## src/rtl/simple_fetch_if.sv

```systemverilog
// simple_fetch_if: bundles the PC-block, instruction-memory and decode-side
// signals of the fetch front end.
//   pc / pcStall / redirect           : branch/PC block handshake
//   imemReq / imemAddr / imemGnt      : instruction-memory request channel
//   imemRvalid / imemRdata            : instruction-memory response channel
//   instrValid / instrReady / instr / instrPc : decode-side valid/ready stream
// master: the fetch unit.  slave: the surrounding environment.
interface simple_fetch_if #(
  parameter int unsigned ADDR_SIZE  = 20,
  parameter int unsigned INSTR_SIZE = 32
);
  logic [ADDR_SIZE-1:0]  pc;
  logic                  pcStall;
  logic                  redirect;
  logic                  imemReq;
  logic [ADDR_SIZE-1:0]  imemAddr;
  logic                  imemGnt;
  logic                  imemRvalid;
  logic [INSTR_SIZE-1:0] imemRdata;
  logic                  instrValid;
  logic                  instrReady;
  logic [INSTR_SIZE-1:0] instr;
  logic [ADDR_SIZE-1:0]  instrPc;

  modport master (
    input  pc, redirect, imemGnt, imemRvalid, imemRdata, instrReady,
    output pcStall, imemReq, imemAddr, instrValid, instr, instrPc
  );

  modport slave (
    output pc, redirect, imemGnt, imemRvalid, imemRdata, instrReady,
    input  pcStall, imemReq, imemAddr, instrValid, instr, instrPc
  );
endinterface

```

## src/rtl/simple_fetch.sv

```systemverilog
// simple_fetch: instruction fetch front end. Issues one instruction-memory
// read per PC value, buffers responses with their fetch address in a small
// FIFO and presents them to decode. A redirect squashes buffered and
// in-flight fetches.
// Ports:
//   clk    : clock, all state updates on the rising edge
//   reset  : synchronous active-high reset
//   fetch  : simple_fetch_if.master (PC, imem request/response, decode stream)
module simple_fetch #(
  parameter int unsigned ADDR_SIZE  = 20,
  parameter int unsigned INSTR_SIZE = 32,
  parameter int unsigned DEPTH      = 2
) (
  input  logic           clk,
  input  logic           reset,
  simple_fetch_if.master fetch
);

  localparam int unsigned PTR_W = $clog2(DEPTH);
  localparam int unsigned CNT_W = $clog2(DEPTH) + 1;

  typedef enum logic [1:0] {
    S_REQ  = 2'd0,
    S_WAIT = 2'd1,
    S_DROP = 2'd2
  } state_t;

  state_t                 r_state;
  logic [ADDR_SIZE-1:0]   r_inflight_pc;
  logic [PTR_W-1:0]       r_rd_ptr;
  logic [PTR_W-1:0]       r_wr_ptr;
  logic [CNT_W-1:0]       r_count;
  logic [INSTR_SIZE-1:0]  r_mem_instr [DEPTH];
  logic [ADDR_SIZE-1:0]   r_mem_pc    [DEPTH];

  logic w_req;
  logic w_grant;
  logic w_push;
  logic w_valid;
  logic w_pop;

  // Request only with FIFO room; a redirect masks the request so the stale PC is never fetched
  assign w_req   = !reset && (r_state == S_REQ) && !fetch.redirect &&
                   (r_count < CNT_W'(DEPTH));
  assign w_grant = w_req && fetch.imemGnt;
  assign w_push  = !reset && (r_state == S_WAIT) && fetch.imemRvalid && !fetch.redirect;
  assign w_valid = !reset && (r_count != '0);
  assign w_pop   = w_valid && fetch.instrReady;

  // PC block advances on a grant and always loads on a redirect; held during reset
  assign fetch.pcStall    = reset || (!w_grant && !fetch.redirect);
  assign fetch.imemReq    = w_req;
  assign fetch.imemAddr   = fetch.pc;
  assign fetch.instrValid = w_valid;
  assign fetch.instr      = r_mem_instr[r_rd_ptr];
  assign fetch.instrPc    = r_mem_pc[r_rd_ptr];

  // Fetch state machine and FIFO bookkeeping
  always_ff @(posedge clk) begin
    if (reset) begin
      r_state       <= S_REQ;
      r_inflight_pc <= '0;
      r_rd_ptr      <= '0;
      r_wr_ptr      <= '0;
      r_count       <= '0;
    end else begin
      case (r_state)
        S_REQ: begin
          if (w_grant) begin
            r_state       <= S_WAIT;
            r_inflight_pc <= fetch.pc;
          end
        end
        S_WAIT: begin
          // A response arriving with the redirect completes the outstanding
          // read (it is dropped, not pushed), so nothing is left to wait for.
          if (fetch.imemRvalid) begin
            r_state <= S_REQ;
          end else if (fetch.redirect) begin
            r_state <= S_DROP;
          end
        end
        S_DROP: begin
          if (fetch.imemRvalid) begin
            r_state <= S_REQ;
          end
        end
        default: r_state <= S_REQ;
      endcase

      // Flush wins over any simultaneous push or pop
      if (fetch.redirect) begin
        r_rd_ptr <= '0;
        r_wr_ptr <= '0;
        r_count  <= '0;
      end else begin
        if (w_push) begin
          r_wr_ptr <= r_wr_ptr + PTR_W'(1);
        end
        if (w_pop) begin
          r_rd_ptr <= r_rd_ptr + PTR_W'(1);
        end
        case ({w_push, w_pop})
          2'b10:   r_count <= r_count + CNT_W'(1);
          2'b01:   r_count <= r_count - CNT_W'(1);
          default: r_count <= r_count;
        endcase
      end
    end
  end

  // FIFO storage, unreset: contents are only observed while the count says valid
  always_ff @(posedge clk) begin
    if (w_push) begin
      r_mem_instr[r_wr_ptr] <= fetch.imemRdata;
      r_mem_pc[r_wr_ptr]    <= r_inflight_pc;
    end
  end

endmodule

```

## src/flat_wrapper.sv

```systemverilog
// flat-port wrapper written by rule: the top's interface ports become plain ports
module simple_fetch_flat 
#(
  parameter int unsigned ADDR_SIZE  = 20,
  parameter int unsigned INSTR_SIZE = 32,
  parameter int unsigned DEPTH      = 2
)
  (clk, reset, fetch_pc, fetch_redirect, fetch_imemGnt, fetch_imemRvalid, fetch_imemRdata, fetch_instrReady, fetch_pcStall, fetch_imemReq, fetch_imemAddr, fetch_instrValid, fetch_instr, fetch_instrPc);
  simple_fetch_if #(.ADDR_SIZE(ADDR_SIZE), .INSTR_SIZE(INSTR_SIZE)) fetch_i ();
  input  logic clk;
  input  logic reset;
  input wire logic [$bits(fetch_i.pc)-1:0] fetch_pc;
  input wire logic [$bits(fetch_i.redirect)-1:0] fetch_redirect;
  input wire logic [$bits(fetch_i.imemGnt)-1:0] fetch_imemGnt;
  input wire logic [$bits(fetch_i.imemRvalid)-1:0] fetch_imemRvalid;
  input wire logic [$bits(fetch_i.imemRdata)-1:0] fetch_imemRdata;
  input wire logic [$bits(fetch_i.instrReady)-1:0] fetch_instrReady;
  output wire logic [$bits(fetch_i.pcStall)-1:0] fetch_pcStall;
  output wire logic [$bits(fetch_i.imemReq)-1:0] fetch_imemReq;
  output wire logic [$bits(fetch_i.imemAddr)-1:0] fetch_imemAddr;
  output wire logic [$bits(fetch_i.instrValid)-1:0] fetch_instrValid;
  output wire logic [$bits(fetch_i.instr)-1:0] fetch_instr;
  output wire logic [$bits(fetch_i.instrPc)-1:0] fetch_instrPc;
  assign fetch_i.pc = fetch_pc;
  assign fetch_i.redirect = fetch_redirect;
  assign fetch_i.imemGnt = fetch_imemGnt;
  assign fetch_i.imemRvalid = fetch_imemRvalid;
  assign fetch_i.imemRdata = fetch_imemRdata;
  assign fetch_i.instrReady = fetch_instrReady;
  assign fetch_pcStall = fetch_i.pcStall;
  assign fetch_imemReq = fetch_i.imemReq;
  assign fetch_imemAddr = fetch_i.imemAddr;
  assign fetch_instrValid = fetch_i.instrValid;
  assign fetch_instr = fetch_i.instr;
  assign fetch_instrPc = fetch_i.instrPc;
  simple_fetch #(.ADDR_SIZE(ADDR_SIZE), .INSTR_SIZE(INSTR_SIZE), .DEPTH(DEPTH)) u_core (.clk(clk), .reset(reset), .fetch(fetch_i));
endmodule
```

## config.mk

```make
export PLATFORM = sky130hd
export DESIGN_NAME = simple_fetch_flat
export DESIGN_NICKNAME = d
export VERILOG_FILES = /design/src/rtl/simple_fetch_if.sv /design/src/rtl/simple_fetch.sv /design/src/flat_wrapper.sv
export SDC_FILE = /design/constraint.sdc
export NUM_CORES = 1
export LEC_CHECK = 0
export CELL_PAD_IN_SITES_DETAIL_PLACEMENT = 0
export CELL_PAD_IN_SITES_GLOBAL_PLACEMENT = 1
export CORE_UTILIZATION = 36
export DETAILED_ROUTE_END_ITERATION = 8
export HOLD_SLACK_MARGIN = 0.1
export PLACE_DENSITY_LB_ADDON = 0.1
export SLEW_MARGIN = 20
export SYNTH_ARGS = -nofsm -noshare
export SYNTH_HDL_FRONTEND = slang
export SYNTH_SLANG_ARGS = --single-unit
export TNS_END_PERCENT = 30
```

## constraint.sdc

```tcl
create_clock -name clk -period 3.5 [get_ports clk]
set_clock_uncertainty 0.05 [all_clocks]
set_input_delay 0.35 -clock clk [delete_from_list [all_inputs] [get_ports clk]]
set_output_delay 0.35 -clock clk [all_outputs]
set_load 0.005 [all_outputs]
```

# After elaboration in Yosys (flattened, before gate mapping)
# Memory sizes are Yosys's and may differ from the RTL's. A register that Yosys moved wholly into a read port is not among the register bits.
# Cells that the tools add are included.
[op_classes] addsub=4 mul=0 div=0 order_cmp=1 eq_ne=7 shifts=0 muxes=12 n_bitwise=0 reduce_logical=20
[ops] cell="logical AND 1 bit" count=10
[ops] cell="two-way mux 2 bit" count=4
[ops] cell="two-way mux 1 bit" count=6
[ops] cell="case mux 2 bit (3 select lines)" count=1
[ops] cell="equality test 2 x 1 -> 1 bit (second input constant)" count=2
[ops] cell="equality test 2 bit (second input constant)" count=2
[ops] cell="case mux 2 bit (2 select lines)" count=1
[ops] cell="nonzero test 2 bit" count=2
[ops] cell="zero test 1 bit" count=3
[ops] cell="!= test 3 bit (second input constant)" count=1
[ops] cell="AND reduction 3 bit" count=1
[ops] cell="adder 1 bit (second input constant)" count=2
[ops] cell="adder 2 x 1 -> 2 bit (second input constant)" count=1
[ops] cell="zero test 2 bit" count=1
[ops] cell="< comparator 2 bit (second input constant)" count=1
[ops] cell="!= test 2 x 1 -> 1 bit (second input constant)" count=1
[ops] cell="!= test 2 bit (second input constant)" count=1
[ops] cell="AND reduction 2 bit" count=1
[ops] cell="OR reduction 2 bit" count=1
[ops] cell="subtractor 2 x 1 -> 2 bit (second input constant)" count=1
[ops] cell="logical OR 1 bit" count=1
[word_totals] regBits=26 latchBits=0 ramBits=104 romBits=0 in_bits=58 output_inout_bits=75 elab_cells=51 memories=2
[mem_list] memory="u_core.r_mem_instr" depth=2 word_bits=32 rd=1 rd_ports_with_merged_regs=1 write_ports=1 line="simple_fetch.sv:33" source="logic [INSTR_SIZE-1:0] r_mem_instr [DEPTH];"
[mem_list] memory="u_core.r_mem_pc" depth=2 word_bits=20 rd=1 rd_ports_with_merged_regs=1 write_ports=1 line="simple_fetch.sv:34" source="logic [ADDR_SIZE-1:0] r_mem_pc [DEPTH];"

# Longest topological paths before layout
# Gate-level depths: netlist of run 1.
[logic_depth] ltp_word=8 ltp_mapped=7 depth_no_buf=6

# Least setup slack after synthesis of run 1
# OpenSTA, ideal clock, no wires.
[synth_timing] path_kind="in2reg" startpoint="in reset" endpoint="mem u_core.r_mem_instr[0][0], enable pin" setup_ns=0.462 arrival_ns=3.149 required_time_ns=2.988 path_slack_ns=-0.161 cell_stages=4 n_path_buf=1 cell_sequence="buf_2 > nor2_1 > nand4b_1 > nor2_1"
[synth_between] elab_chain_len=6
[synth_lines] element="from (decl)" line="flat_wrapper.sv:11" source="input logic reset;"
[synth_lines] element="zero test 1 bit" line="simple_fetch.sv:46" source="assign w_push = !reset && (r_state == S_WAIT) && fetch.imemRvalid && !fetch.redirect;"
[synth_lines] element="logical AND 1 bit (3 in series)" line="simple_fetch.sv:46"
[synth_lines] element="two-way mux 1 bit" line="simple_fetch.sv:114" source="if (w_push) begin"
[synth_lines] element="two-way mux 1 bit (implied by the code)" line="simple_fetch.sv:115" source="r_mem_instr[r_wr_ptr] <= fetch.imemRdata;"
[synth_lines] element="to (decl)" line="simple_fetch.sv:33"
# No other way between the ends.

# Worst setup path in the final report of run 1
[layout_timing] startpoint="in fetch_redirect" endpoint="out fetch_pcStall"
[layout_between] elab_chain_len=7
[layout_lines] element="from (decl)" line="flat_wrapper.sv:13" source="input wire logic [$bits(fetch_i.redirect)-1:0] fetch_redirect;"
[layout_lines] element="zero test 1 bit (*)" line="simple_fetch.sv:43, simple_fetch.sv:51"
[layout_lines] element="logical AND 1 bit (2 in series)" line="simple_fetch.sv:43" source="assign w_req = !reset && (r_state == S_REQ) && !fetch.redirect &&"
[layout_lines] element="logical AND 1 bit" line="simple_fetch.sv:45" source="assign w_grant = w_req && fetch.imemGnt;"
[layout_lines] element="zero test 1 bit" line="simple_fetch.sv:51" source="assign fetch.pcStall = reset || (!w_grant && !fetch.redirect);"
[layout_lines] element="logical AND 1 bit (*)" line="simple_fetch.sv:51"
[layout_lines] element="logical OR 1 bit (*)" line="simple_fetch.sv:51"
[layout_lines] element="to (decl)" line="flat_wrapper.sv:18" source="output wire logic [$bits(fetch_i.pcStall)-1:0] fetch_pcStall;"
# Every way passes the cells marked *; elsewhere a longest branch is shown, timed or not.

==> results of run 1 <==
worst max-delay path by stage:
stage                          endpoint  cells after the start
6_report                  fetch_pcStall                      6
5_1_grt                   fetch_pcStall                      6
4_1_cts                   fetch_pcStall                      6
3_5_place_dp   u_core.r_mem_instr[0][7]                      5
3_3_place_gp   u_core.r_mem_instr[0][7]                      5
2_1_floorplan  u_core.r_mem_instr[0][0]                      4
placed cells by master (no fill, tap or decap), types with 2 or more instances in the layout:
master | synthesis | final
and2_1 | 2 | 2
buf_4 | 21 | 8
bufinv_16 | 0 | 2
clkbuf_16 | 0 | 17
clkdlybuf4s50_1 | 0 | 132
clkinv_4 | 0 | 5
clkinvlp_4 | 0 | 4
dfxtp_1 | 27 | 26
edfxtp_1 | 104 | 104
inv_1 | 3 | 3
inv_6 | 0 | 2
mux2_2 | 52 | 52
mux2i_1 | 2 | 2
nand2_1 | 22 | 22
nand3_1 | 9 | 9
nand4b_1 | 2 | 2
nor2_4 | 0 | 2
nor3_1 | 4 | 4
o21ai_0 | 13 | 13
o21ai_1 | 11 | 11
o311ai_0 | 2 | 2
o311ai_1 | 8 | 8
registers in the layout (all words and copies together), names as in the netlist, named ones only:
register / count
u_core.r_wr_ptr: 1
u_core.r_count: 2
u_core.r_rd_ptr: 1
u_core.r_mem_pc: 40
u_core.r_state: 2
u_core.r_inflight_pc: 20
u_core.r_mem_instr: 64
logic make-up after synthesis:
kind of cell | after synthesis | share of synthesized area, %
AOI/OAI and AO/OA | 38 | 4.89
xor gates and xnor gates | 2 | 0.347
adders and majority gates | 1 | 0.248
buffers and inverters | 40 | 5.09
DFF | 131 | 72.6
muxes | 54 | 12.0
and+or+nand+nor | 48 | 4.79
cell type report:
type | count | area (um2) | area share [%]
clock buffer | 18 | 429 | 6.11
clock inverter | 14 | 156 | 2.23
inverter | 3 | 11.3 | 0.160
multi-input combinational | 143 | 1140 | 16.2
sequential | 131 | 3660 | 52.2
tap | 176 | 220 | 3.14
timing repair buffer | 141 | 1400 | 20.0
metrics by stage:
step	instance area, um2	setup WS [ns]
finish	7020	0.842
global placement	6440	0.787
CTS	7020	0.810
detailed placement	6440	0.744
floorplan	5040	-0.161
global route	7020	0.694
power groups by stage:
| stage | Clock, W | Combinational, W | Sequential [W] |
|---|---|---|---|
| after floorplan | 0 | 0.0000549 | 0.00173 |
| after global placement | 0 | 0.000154 | 0.00173 |
| after detailed placement | 0 | 0.000154 | 0.00173 |
| after CTS | 0.00174 | 0.000156 | 0.00170 |
| after global routing | 0.00181 | 0.000166 | 0.00170 |
| final | 0.00170 | 0.000154 | 0.00170 |
critical path, cell delays in order:
cell	delay (ns)
clkdlybuf4s50_1	0.66
nor3b_2	0.08
buf_4	0.18
and2_1	0.27
o21ai_0	0.19
clkdlybuf4s50_1	0.53
metal layers:
layer	track usage [%]	vias to the layer above
met2	23.9	99
met1	17.5	1409
li1	-	1419
met4	6.48	0
met3	4.25	15
met5	0	-
==> flow_summary_export.csv, run 1 <==
group,metric,value,unit
run_status,status,"finished, final reports clean",
logic_synthesis,syn_area_per_cell,16.1,um2
logic_synthesis,synth_common_cells,"edfxtp_1, mux2_2, dfxtp_1, nand2_1, buf_4",
routing,met1_length,4.29,mm
routing,wirelength,9.81,mm
logic_synthesis,ys_types,32,
worst_hold_path,holdPathEnd,"u_core.r_mem_pc[0][13]",
logic_synthesis,syn_area,5040,um2
finish,n_antenna_cell,0,
setup_path,cp.arrival,2.26,ns
logic_synthesis,synth-edff-count,104,
timing,rsz0062_at_grt,"no",
floorplanning,core-area,13500,um2
power_and_ir_drop,ir_drop,0.269,mV
setup_path,startpoint,"fetch_redirect",
logic_synthesis,yosysSeqAreaShare,72.6,%
routing,dr_wl_met3,561,um
logic_synthesis,synthArstFlopShare,0,%
routing,num_vias,2942,
clock_network,clk_path_buf_depth,2,
routing,ant_nets,0,
worst_hold_path,hp-class,"register to register",
worst_hold_path,hold_path_startpoint,"u_core.r_inflight_pc[13]",
logic_synthesis,synthCells,314,
global_routing,grt_pass1_wl,15.5,mm
setup_path,required,3.10,ns
routing,viasPerCell,4.70,
placed_design,dp_hpwl,6.45,mm
logic_synthesis,synth_seq_cells,131,
logic_synthesis,synth_area_leaders,"edfxtp_1, mux2_2, dfxtp_1, buf_4, nand2_1",
power_and_ir_drop,pwr-share-comb,4.3,%
floorplanning,dieArea,14500,um2
global_routing,grt_pass1_vias,3116,
routing,top_layer,"met4",
setup_path,start_kind,"input pin",
setup_path,r2r_end,"u_core.r_mem_instr[0][22]",
timing,timing.final.crit_share,75.9,%
timing,max_slew_margin,64.5,%
power_and_ir_drop,p_seq_share,47.8,%
power_and_ir_drop,power-per-cell-area,506,nW/um2
global_routing,track_usage,14.5,%
power_and_ir_drop,power_leakage,2.31,nW
finish,instances_no_fill,626,
setup_path,crit_type,"input pin to output pin",
clock_network,cts_setup_buffers,0,
worst_hold_path,holdPathStages,0,
floorplanning,rows,42,
setup_path,r2r-start,"u_core.r_state[1]",
setup_path,worstRegToRegCells,3,
logic_synthesis,yosysWarnings,0,
global_routing,antenna_found_initial,0,
clock_network,cts_tree,"yes",
logic_synthesis,synth_nets,373,
placed_design,post-place-cells,594,
timing,tightestPinTransition,0.533,ns
floorplanning,die_h,120,um
power_and_ir_drop,swShare,20.0,%
finish,layout.nets,496,
power_and_ir_drop,power_frac_clock,47.8,%
placed_design,gp_congestion,0.754,
logic_synthesis,synth.top_cell.area_share,61.9,%
routing,routedWlPerCell,15.7,um
timing,holdWs,0.404,ns
timing,finalSetupViolCount,0,
global_routing,grt-ovfl-total,0,
clock_network,cts_resized,0,
clock_network,cts-htree-levels,4,
finish,nFillCells,1206,
global_routing,grt_start_max_net_pins,43,
routing,drtPass1Iterations,4,
routing,met2_length,4.82,mm
timing,hold_viol,0,
timing,drv_slew,0,
clock_network,clock_sinks,131,
flow_run,drv_cap,0,
power_and_ir_drop,switchingPower,0.000711,W
power_and_ir_drop,p_total,0.00355,W
timing,clock.fmax,376,MHz
logic_synthesis,yosys_most_used_dff,"edfxtp_1",
setup_path,rrSetupSlack,1.67,ns
clock_network,cts_root_buf,"clkbuf_16",
power_and_ir_drop,p_int,0.00284,W
floorplanning,io_pins,133,
clock_network,clk_pin_slew_worst_paths,0.05,ns
setup_path,cp_max_fo,11,
floorplanning,die_w,120,um
placed_design,portBuffers,132,
logic_synthesis,synth_top_area_cell,"edfxtp_1",
clock_network,cts_hold_buf,0,
setup_path,end_kind,"output pin",
finish,areaGrowthSynthToFinish,39.2,%
clock_network,cts_made_buffers,17,
finish,final_util,52.2,%
clock_network,insertion_delay,0.40,ns
floorplanning,start_util,37.5,%
timing,period_minus_slack,2.66,ns
routing,drc,0,
logic_synthesis,yosysMostFrequentCell,"edfxtp_1",
finish,layout-drive-gt1-share,22.2,%
routing,drt_iter0_drc,175,
timing,setup_tns,0,ns
(Power assumes the default switching activity.)
==> inputs of run 2 (changes only) <==
Clock period 3.5 ns to 2.4 ns, I/O delays scaled along.
==> run 2 against run 1 <==
- global-route usage barely moved
- cell area increased by 1.3%
- cell count grew 0.96%
- register-to-register slack got worse by 1.0 ns
- critical path type is now register to output pin
==> flow_summary_export.csv, run 2 (synthesis results as in run 1) <==
group,metric,value,unit
run_status,status,"finished, final reports clean",
power_and_ir_drop,power-per-cell-area,728,nW/um2
finish,largest_reg_flops,64,
finish,top_register,"u_core.r_mem_instr",
placed_design,placed_cell_area,6520,um2
finish,layout_common_cells,"clkdlybuf4s50_1, edfxtp_1, mux2_2",
routing,drtPass1Iterations,4,
floorplanning,rows,42,
global_routing,grt_pass1_wl,15.5,mm
placed_design,gp_congestion,0.742,
setup_path,end_kind,"output pin",
global_routing,grt-ovfl-total,0,
clock_network,cts_made_buffers,17,
global_routing,grt_pass1_vias,3080,
setup_path,cp.arrival,1.96,ns
floorplanning,io_pins,133,
routing,wirelength,9.95,mm
finish,layout.nets,502,
routing,drc,0,
timing,clock.fmax,445,MHz
flow_run,drv_cap,0,
finish,areaGrowthSynthToFinish,41.1,%
timing,max_slew_margin,70.4,%
routing,routedWlPerCell,15.7,um
floorplanning,dieArea,14500,um2
finish,top_regs,"u_core.r_mem_instr x64, u_core.r_mem_pc x40, u_core.r_inflight_pc x20",
timing,tightestPinTransition,0.444,ns
clock_network,cts_tree,"yes",
timing,drv_slew,0,
worst_hold_path,hp-class,"input pin to register",
timing,period_minus_slack,2.25,ns
floorplanning,die_h,120,um
clock_network,clk_path_buf_depth,2,
global_routing,grt_start_max_net_pins,43,
clock_network,cts-htree-levels,4,
finish,layout-drive-gt1-share,23.5,%
clock_network,clock_sinks,131,
setup_path,crit_type,"register to output pin",
setup_path,cp_max_fo,12,
finish,final_common_cell,"clkdlybuf4s50_1",
setup_path,start_kind,"register",
placed_design,portBuffers,132,
floorplanning,die_w,120,um
routing,viasPerCell,4.73,
clock_network,cts_hold_buf,0,
finish,design_area,7120,um2
power_and_ir_drop,power_leakage,2.36,nW
setup_path,required,2.11,ns
clock_network,clk_pin_slew_worst_paths,0.06,ns
clock_network,cts_setup_buffers,0,
timing,finalSetupViolCount,0,
timing,holdWs,0.363,ns
global_routing,antenna_found_initial,0,
clock_network,cts_root_buf,"clkbuf_16",
clock_network,insertion_delay,0.41,ns
finish,n_antenna_cell,0,
routing,num_vias,2989,
timing,hold_viol,0,
floorplanning,start_util,37.5,%
routing,drt_iter0_drc,223,
routing,ant_nets,0,
timing,timing.final.crit_share,93.6,%
floorplanning,core-area,13500,um2
global_routing,track_usage,14.5,%
timing,rsz0062_at_grt,"no",
placed_design,dp_hpwl,6.55,mm
power_and_ir_drop,ir_drop,0.398,mV
==> run 2: changes by cell type in the layout (fill, tap and decap cells not counted), sizes merged <==
| cell | before | now |
|---|---|---|
| inv | 5 | 4 |
| bufinv | 2 | 0 |
| buf | 9 | 15 |
| clkinvlp | 4 | 3 |
| clkbuf | 18 | 20 |
| clkinv | 6 | 8 |
==> run 2: worst paths after layout <==
check                           startpoint                         to  slack (ns)  cells past startpoint
hold / removal         fetch_imemRdata[15]  u_core.r_mem_instr[1][15]        0.36                      1
setup reg to reg         u_core.r_count[1]          u_core.r_count[1]        0.67                      5
hold reg to reg   u_core.r_inflight_pc[18]     u_core.r_mem_pc[0][18]        0.40                      0
setup / recovery         u_core.r_count[1]              fetch_imemReq        0.15                      3
==> run 2: report_power, final <==
part,switching [W],internal [W]
Sequential,0.0000115,0.00246
Clock,0.000966,0.00151
Combinational,0.0000867,0.000143
Total,0.00106,0.00412
==> run 2: layer usage <==
metal | GRT usage, % | wire (um)
met5 | 0 | 0
met1 | 17.5 | 4270
met2 | 24.0 | 4940
met3 | 4.43 | 615
met4 | 5.79 | 118
==> run 2: final cells by class <==
| type | instances | area (um2) |
|---|---|---|
| fill | 1173 | 6340 |
| sequential | 131 | 3670 |
| timing repair buffer | 147 | 1480 |
| multi-input combinational | 143 | 1140 |
| clock buffer | 20 | 500 |
| tap | 176 | 220 |
| clock inverter | 12 | 93.8 |
| inverter | 3 | 11.3 |
==> run 2: timing repair <==
action | 4_1_cts | 5_1_grt
hold endpoints to repair | 0 | 0
resized for setup | 0 | 1
setup endpoints to repair | 0 | 5
==> run 2: worst max-delay path, cell delays in order (launching register included) <==
cell and delay [ns]:
dfxtp_1 0.35, or3_4 0.50, nor3_1 0.17, clkdlybuf4s50_1 0.53
==> run 2: through the flow <==
stage | util (%) | instances | setup WS, ns | TNS (ns) | power [W]
2_1_floorplan | - | 314 | -0.317 | -32.98 | 0.00260
3_3_place_gp | 48.5 | 600 | 0.190 | 0 | 0.00275
3_5_place_dp | 48.5 | 600 | 0.156 | 0 | 0.00275
4_1_cts | 52.9 | 632 | 0.0375 | 0 | 0.00524
5_1_grt | 52.9 | 632 | 0.0640 | 0 | 0.00536
6_report | 52.9 | 632 | 0.153 | 0 | 0.00518
==> inputs of run 3 (changes only) <==
Settings changed: HOLD_SLACK_MARGIN 0.1 to 0.02.
==> results of run 3 <==
Final layout, timing and power as in run 2 (identical DEF).
